[src/rtl/countdown_pkg.sv]
// Shared types and default sizing for the countdown timer slice.
package countdown_pkg;

  typedef enum logic {
    IDLE = 1'b0,
    RUN  = 1'b1
  } cd_state_e;

  localparam int CD_WIDTH    = 8;
  localparam int CD_PRESCALE = 4;

endpackage : countdown_pkg

[src/rtl/countdown_timer_if.sv]
// Load handshake between an upstream controller (master) and the countdown timer (slave).
interface countdown_timer_if #(
  parameter int WIDTH = countdown_pkg::CD_WIDTH
) ();

  logic             load_valid;
  logic             load_ready;
  logic [WIDTH-1:0] load_value;
  logic             load_reload;

  modport master (
    output load_valid,
    output load_value,
    output load_reload,
    input  load_ready
  );

  modport slave (
    input  load_valid,
    input  load_value,
    input  load_reload,
    output load_ready
  );

endinterface : countdown_timer_if

[src/rtl/countdown_prescaler.sv]
// Enabled-cycle divider: tick is high on the enabled cycle where the phase reaches PRESCALE-1.
module countdown_prescaler #(
  parameter int PRESCALE = countdown_pkg::CD_PRESCALE
) (
  input  logic clk,
  input  logic reset_n,
  input  logic clear,
  input  logic enable,
  output logic tick
);

  localparam int PW = (PRESCALE > 1) ? $clog2(PRESCALE) : 1;
  localparam logic [PW-1:0] LAST = PW'(PRESCALE - 1);

  logic [PW-1:0] phase_q;
  logic [PW-1:0] phase_d;

  assign tick = enable && (phase_q == LAST);

  always_comb begin
    phase_d = phase_q;
    if (clear) begin
      phase_d = '0;
    end else if (enable) begin
      phase_d = (phase_q == LAST) ? '0 : phase_q + PW'(1);
    end
  end

  always_ff @(posedge clk or negedge reset_n) begin
    if (!reset_n) begin
      phase_q <= '0;
    end else begin
      phase_q <= phase_d;
    end
  end

endmodule : countdown_prescaler

[src/rtl/countdown_timer.sv]
// Loadable down-counter with one-cycle expiry pulse and optional auto-reload.
// Define COUNTDOWN_PRESCALE_EN to step only every PRESCALE enabled cycles.
module countdown_timer
  import countdown_pkg::*;
#(
  parameter int WIDTH    = CD_WIDTH,
  parameter int PRESCALE = CD_PRESCALE
) (
  input  logic                clk,
  input  logic                reset_n,
  countdown_timer_if.slave    ld,
  input  logic                enable,
  input  logic                abort,
  output logic [WIDTH-1:0]    count,
  output logic                busy,
  output logic                expired
);

  cd_state_e        state_q;
  logic [WIDTH-1:0] count_q;
  logic             busy_q;
  logic             expired_q;
  logic [WIDTH-1:0] reload_val_q;
  logic             reload_en_q;

  logic accept_d;
  logic tick_d;
  logic step_d;
  logic last_d;
  logic abort_d;
  logic reload_d;

  assign ld.load_ready = (state_q == IDLE);
  assign count         = count_q;
  assign busy          = busy_q;
  assign expired       = expired_q;

  assign accept_d = ld.load_valid && (state_q == IDLE);
  assign abort_d  = abort && (state_q == RUN);
  assign step_d   = (state_q == RUN) && enable && tick_d && !abort;
  assign last_d   = (count_q == WIDTH'(1));
  assign reload_d = step_d && last_d && reload_en_q;

`ifdef COUNTDOWN_PRESCALE_EN
  countdown_prescaler #(
    .PRESCALE (PRESCALE)
  ) u_prescaler (
    .clk     (clk),
    .reset_n (reset_n),
    .clear   (accept_d || reload_d || abort_d),
    .enable  (enable),
    .tick    (tick_d)
  );
`else
  // Every enabled cycle is a step; PRESCALE only matters with the prescaler built in.
  assign tick_d = (PRESCALE >= 1);
`endif

  always_ff @(posedge clk or negedge reset_n) begin
    if (!reset_n) begin
      state_q      <= IDLE;
      count_q      <= '0;
      busy_q       <= 1'b0;
      expired_q    <= 1'b0;
      reload_val_q <= '0;
      reload_en_q  <= 1'b0;
    end else begin
      expired_q <= 1'b0;
      case (state_q)
        IDLE: begin
          if (accept_d) begin
            if (ld.load_value != '0) begin
              count_q      <= ld.load_value;
              reload_val_q <= ld.load_value;
              reload_en_q  <= ld.load_reload;
              busy_q       <= 1'b1;
              state_q      <= RUN;
            end else begin
              // A zero load expires immediately without ever entering RUN.
              count_q   <= '0;
              expired_q <= 1'b1;
            end
          end
        end
        RUN: begin
          if (abort_d) begin
            count_q <= '0;
            busy_q  <= 1'b0;
            state_q <= IDLE;
          end else if (step_d) begin
            if (last_d) begin
              expired_q <= 1'b1;
              if (reload_en_q) begin
                count_q <= reload_val_q;
              end else begin
                count_q <= '0;
                busy_q  <= 1'b0;
                state_q <= IDLE;
              end
            end else begin
              count_q <= count_q - WIDTH'(1);
            end
          end
        end
        default: begin
          state_q <= IDLE;
        end
      endcase
    end
  end

endmodule : countdown_timer

[src/flat_wrapper.sv]
// flat-port wrapper written by rule: the top's interface ports become plain ports
module countdown_timer_flat import countdown_pkg::*;
#(
  parameter int WIDTH    = CD_WIDTH,
  parameter int PRESCALE = CD_PRESCALE
)
  (clk, reset_n, enable, abort, count, busy, expired, ld_load_valid, ld_load_value, ld_load_reload, ld_load_ready);
  countdown_timer_if #(.WIDTH(WIDTH)) ld_i ();
  input  logic clk;
  input  logic reset_n;
  input  logic enable;
  input  logic abort;
  output logic [WIDTH-1:0] count;
  output logic busy;
  output logic expired;
  input wire logic [$bits(ld_i.load_valid)-1:0] ld_load_valid;
  input wire logic [$bits(ld_i.load_value)-1:0] ld_load_value;
  input wire logic [$bits(ld_i.load_reload)-1:0] ld_load_reload;
  output wire logic [$bits(ld_i.load_ready)-1:0] ld_load_ready;
  assign ld_i.load_valid = ld_load_valid;
  assign ld_i.load_value = ld_load_value;
  assign ld_i.load_reload = ld_load_reload;
  assign ld_load_ready = ld_i.load_ready;
  countdown_timer #(.WIDTH(WIDTH), .PRESCALE(PRESCALE)) u_core (.clk(clk), .reset_n(reset_n), .ld(ld_i), .enable(enable), .abort(abort), .count(count), .busy(busy), .expired(expired));
endmodule
[config.mk]
export PLATFORM = sky130hd
export DESIGN_NAME = countdown_timer_flat
export DESIGN_NICKNAME = d
export VERILOG_FILES = /design/src/rtl/countdown_pkg.sv /design/src/rtl/countdown_timer_if.sv /design/src/rtl/countdown_prescaler.sv /design/src/rtl/countdown_timer.sv /design/src/flat_wrapper.sv
export SDC_FILE = /design/constraint.sdc
export NUM_CORES = 1
export LEC_CHECK = 0
export ABC_AREA = 1
export ABC_CLOCK_PERIOD_IN_PS = 1200
export BUFFER_PORTS_ARGS = -buffer_cell sky130_fd_sc_hd__clkbuf_2
export CELL_PAD_IN_SITES_DETAIL_PLACEMENT = 0
export CELL_PAD_IN_SITES_GLOBAL_PLACEMENT = 1
export CORE_MARGIN = 10
export CORE_UTILIZATION = 35
export DETAILED_ROUTE_END_ITERATION = 10
export PLACE_DENSITY_LB_ADDON = 0.1
export SKIP_CTS_REPAIR_TIMING = 1
export SLEW_MARGIN = 20
export SYNTH_ARGS = -nofsm -noshare
export SYNTH_HDL_FRONTEND = slang
export SYNTH_HIERARCHICAL = 1
export SYNTH_SLANG_ARGS = --single-unit
[constraint.sdc]
create_clock -name clk -period 1.2 [get_ports clk]
set_input_delay 0.24 -clock clk [delete_from_list [all_inputs] [get_ports clk]]
set_output_delay 0.24 -clock clk [all_outputs]
set_load 0.02 [all_outputs]
# Word-level counts from Yosys, hierarchy flattened
# Cells that the tools add are included.
[word_totals]
ff_bits = 20
in_bits = 14
out_inout_bits = 11
wordCells = 50
[classes]
add_sub_neg = 1
eq_ne = 6
n_mux = 27
n_bitwise = 1
n_reduce_logical = 9
[ops]
columns = ["op", "count"]
rows = [
  ["8-bit two-way mux", 6],
  ["1-bit two-way mux", 17],
  ["8-bit one-hot mux with 2 select lines", 1],
  ["3-bit inequality test, second input constant", 3],
  ["8-bit by 1-bit equality test with 1-bit output, second input constant", 1],
  ["8-bit nonzero test", 1],
  ["8-bit by 1-bit subtractor with 8-bit output, second input constant", 1],
  ["1-bit one-hot mux with 2 select lines", 3],
  ["5-bit AND reduction", 1],
  ["1-bit logical AND", 4],
  ["2-bit by 1-bit inequality test with 1-bit output, second input constant", 2],
  ["3-bit AND reduction", 1],
  ["2-bit AND reduction", 1],
  ["1-bit logical NOT", 1],
  ["1-bit NOT", 1],
]

# Depth between registers and ports, before layout
[logic_depth]
ltp_word = 5
mapped_depth = 9
ltp_nobuf = 9

# Worst setup path before layout
# Ideal clock, no wire load.
[synth_timing]
kind = "flip-flop to flip-flop"
from = "reg u_core.count_q[1], in the netlist u_core/count[1]"
to = "reg u_core.count_q[3], in the netlist u_core/count[3]"
setup_time_ns = 0.073
arrival_time_ns = 1.375
t_required_ns = 1.127
setup_slack_ns = -0.248
path_stages_with_launch = 9
n_path_buf = 1
period_less_slack_ns = 1.448
cell_sequence = "dfrtp_1 > inv_1 > ha_1 > nand3_4 > nor2_4 > buf_6 > a21oi_4 > nand3_2 > a21oi_2"
[synth_via]
elab_chain_cells = 5
word_cells_on_any_way = 6
classes_between = "add/sub: 1; eq/ne: 1; mux: 4"
[synth_rtl]
columns = ["item", "line_no", "source"]
rows = [
  ["start: declaration", "countdown_timer.sv:20", "logic [WIDTH-1:0] count_q;"],
  ["start signal: assignment", "countdown_timer.sv:73", "count_q <= ld.load_value;"],
  ["start signal: assignment", "countdown_timer.sv:94", "count_q <= reload_val_q;"],
  ["start signal: assignment", "countdown_timer.sv:101", "count_q <= count_q - WIDTH'(1);"],
  ["8-bit by 1-bit subtractor with 8-bit output or 8-bit by 1-bit equality test with 1-bit output (tied branches)", "countdown_timer.sv:101, countdown_timer.sv:41", ""],
  ["8-bit two-way mux *", "countdown_timer.sv:91", "if (last_d) begin"],
  ["8-bit two-way mux *", "countdown_timer.sv:90", "end else if (step_d) begin"],
  ["8-bit two-way mux *", "countdown_timer.sv:86", "if (abort_d) begin"],
  ["8-bit one-hot mux with 2 select lines *", "countdown_timer.sv:69", "case (state_q)"],
]
# Mark *: on every way between the ends. The rest lies on a longest branch, timed or not. The select of a mux whose other input is x is not followed.
# A chain may end at the register's enable or synchronous reset.

# Worst setup path in the final report
[layout_timing]
from = "reg u_core.count_q[0], in the netlist u_core/count[0]"
to = "reg u_core.count_q[0], in the netlist u_core/count[0]"
# The elaborated chain is that of the path after synthesis.

==> flow_summary_export.csv <==
group,metric,value,unit
placed_design,routabilityCongestion,0.781,
power,p_leak,0.959,nW
synth,ys.flop_type,"dfrtp_1",
sta,hold_viol,0,
setup_path,crit_chain,"ha_4 > nand3_4 > nor2_4 > buf_6 > buf_4 > o21ai_2 > nand2_1 > a21oi_2",
global_route,gr-total-overflow,0,
finish,nFillCells,333,
global_route,grt_first_pass_wirelength,5490,µm
clock_tree,cts_max_path_buffers,2,
power,peakVddDrop,0.000850,V
die,dieHeight,79.5,µm
sta,setup_viol,18,
placed_design,place_area,1540,µm²
worst_hold_path,holdCritPathClass,"input pin to flip-flop",
routing,viasPerCell,4.66,
setup_path,end_kind,"flip-flop",
die,die_x,79.5,µm
sta,tightestPinTransition,487,ps
synth,yosys_warnings,6,
die,dieArea,6310,µm²
synth,synth_cells,166,
die,ioPinCount,25,
routing,drc,0,
placed_design,placed_cells,250,
synth,synth_top_area_share,0.404,
synth,synthArstFlopShare,1.00,
global_route,antenna_found_initial,0,
placed_design,place_hpwl,2670,µm
clock_tree,worstSkewPairLatency,300,ps
synth,synth-edff-count,0,
die,core,3390,µm²
routing,vias,1282,
outcome,outcome,"finished, violations left",
setup_path,cp.arrival,1640,ps
routing,wire_per_inst,12.8,µm
placed_design,post-place-ws,-233,ps
sta,max_slew_margin,0.675,
routing,ant_nets,0,
global_route,grt.total_usage,0.106,
synth,yosysMostFrequentCell,"nand2_1",
global_route,grt_max_degree,21,
finish,final_cells,275,
clock_tree,cts_sinks,20,
routing,firstDrtPassIters,4,
synth,synth_top_area_cell,"dfrtp_1",
clock_tree,cts_tree,"done",
synth,synth_top_cells_by_count,"42 x nand2_1, 21 x nor2_1, 20 x dfrtp_1",
sta,fin_crit_sh,1.17,
synth,syn-num-nets,182,
finish,multi_input_area,764,µm²
clock_tree,clk_pin_slew,120,ps
power,power,3.89,mW
synth,ys_ff_latch,20,
synth,syn_area_per_cell,7.45,µm²
synth,synth_area_leaders,"dfrtp_1 40%, nand2_1 13%, nor2_1 6.4%",
placed_design,port_buffers,24,
setup_path,crit_slowest_cell,"dfrtp_2",
finish,drive_gt1_frac,0.498,
sta,slew_violations,0,
die,fp-row-count,21,
finish,finalNetCount,246,
finish,antenna_cells,0,
outcome,violations,"setup timing",
setup_path,crit_type,"flip-flop to flip-flop",
sta,holdWs,183,ps
setup_path,cp_data_required_time,1430,ps
run,maxCapViolCount,0,
setup_path,path_delay_family,"flip-flops",
sta,max_freq,711,MHz
setup_path,path_max_fanout,5,
setup_path,worstSetupStartpointType,"flip-flop",
synth,ys_types,24,
finish,design_area,1950,µm²
sta,finalClockSkew,9.25,ps
synth,ys_seq_area_frac,0.404,
clock_tree,htree_num_levels,1,
power,power_density,1990,nW/µm²
setup_path,critPathMaxStageDelay,460,ps
global_route,grt_pass1_vias,1187,
sta,period_minus_slack,1410,ps
routing,drt_iter0_drc,39,
synth,synthesis.area,1240,µm²
clock_tree,cts_buffers,3,
sta,grt_setup_unrepaired,"yes",
die,initial_core_util,0.365,
finish,seqCellArea,505,µm²
sta,layout_setup_ws,-207,ps
finish,synthToLayoutAreaGrowth,57.9,%
setup_path,cp.buffers_inverters,2,
clock_tree,cts_root_buf,"clkbuf_4",
routing,finalWirelength,3510,µm
-- metal layers --
layer / share of wire / up-vias / track usage / wire length [µm]
met5: 0 / - / 0 / 0
met4: 0.013 / 0 / 0.0394 / 44
met3: 0.044 / 4 / 0.0293 / 153
met2: 0.50 / 18 / 0.171 / 1760
met1: 0.44 / 601 / 0.130 / 1550
li1: - / 659 / - / -
-- placed cells by master (no fill, tap or decap), drive strengths merged --
| master | instances |
|---|---|
| clkbuf | 19 |
| nand3 | 16 |
| inv | 20 |
| o32ai | 1 |
| xnor2 | 1 |
| buf | 44 |
| nand3b | 1 |
| bufinv | 1 |
| nor3 | 1 |
| a21oi | 21 |
| ha | 2 |
| clkinvlp | 1 |
| nand2 | 47 |
| dfrtp | 20 |
| nor2 | 26 |
| o21ai | 7 |
| dlygate4sd3 | 1 |
-- path summary, 6_finish.rpt --
path | slack (ps) | from | cells past startpoint | endpoint
hold / removal | 180 | ld_load_reload | 3 | u_core/reload_en_q
hold reg to reg | 500 | u_core/reload_val_q[6] | 2 | u_core/reload_val_q[6]
setup reg to reg | -210 | u_core/count[0] | 8 | u_core/count[0]
setup / recovery | -210 | u_core/count[0] | 8 | u_core/count[0]
max in group asynchronous | 420 | reset_n | 2 | u_core/count[1]
min in group asynchronous | 420 | reset_n | 2 | u_core/reload_val_q[6]
-- flip-flops by register name, indices dropped and copies added (netlist names) --
register and count:
u_core/count 8, u_core/reload_val_q 8, u_core/busy 1, u_core/expired 1
u_core/reload_en_q 1, u_core/state_q 1
-- final cells by class --
cell class                      instances  area share
Clock inverter                          1      0.0154
Timing Repair Buffer                   61       0.252
Tap cell                               46      0.0294
Sequential cell                        20       0.259
Multi-Input combinational cell        123       0.391
Clock buffer                            3      0.0115
Inverter                               21      0.0423
-- stage by stage --
step                      setup TNS, ps   util
after global routing              -3600  0.577
after CTS                         -2640  0.470
after detailed placement          -1730  0.454
after global placement            -1440  0.454
after floorplan                    -830      -
final                             -2160  0.577
-- report_power, final --
part           total (mW)  switching (mW)  internal [mW]
combinational        2.27            1.16           1.12
sequential           1.07           0.167          0.901
clock               0.546           0.209          0.337
total                3.89            1.53           2.35
-- worst register-to-register path, cell delays in order (launching register included) --
cell and delay, ps:
dfrtp_2 460, ha_4 170, nand3_4 90, nor2_4 60
buf_6 120, buf_4 130, o21ai_2 100, nand2_1 80
a21oi_2 140
-- cells by family after synthesis --
family / after synthesis / share of synthesized area
flip-flops: 20 / 0.404
buffers and inverters: 24 / 0.0819
AO/OA/AOI/OAI: 29 / 0.145
AND/OR/NAND/NOR: 90 / 0.342
XOR/XNOR: 1 / 0.00708
adder cells (fa/ha/maj): 2 / 0.0202
(Power assumes the default switching activity.)
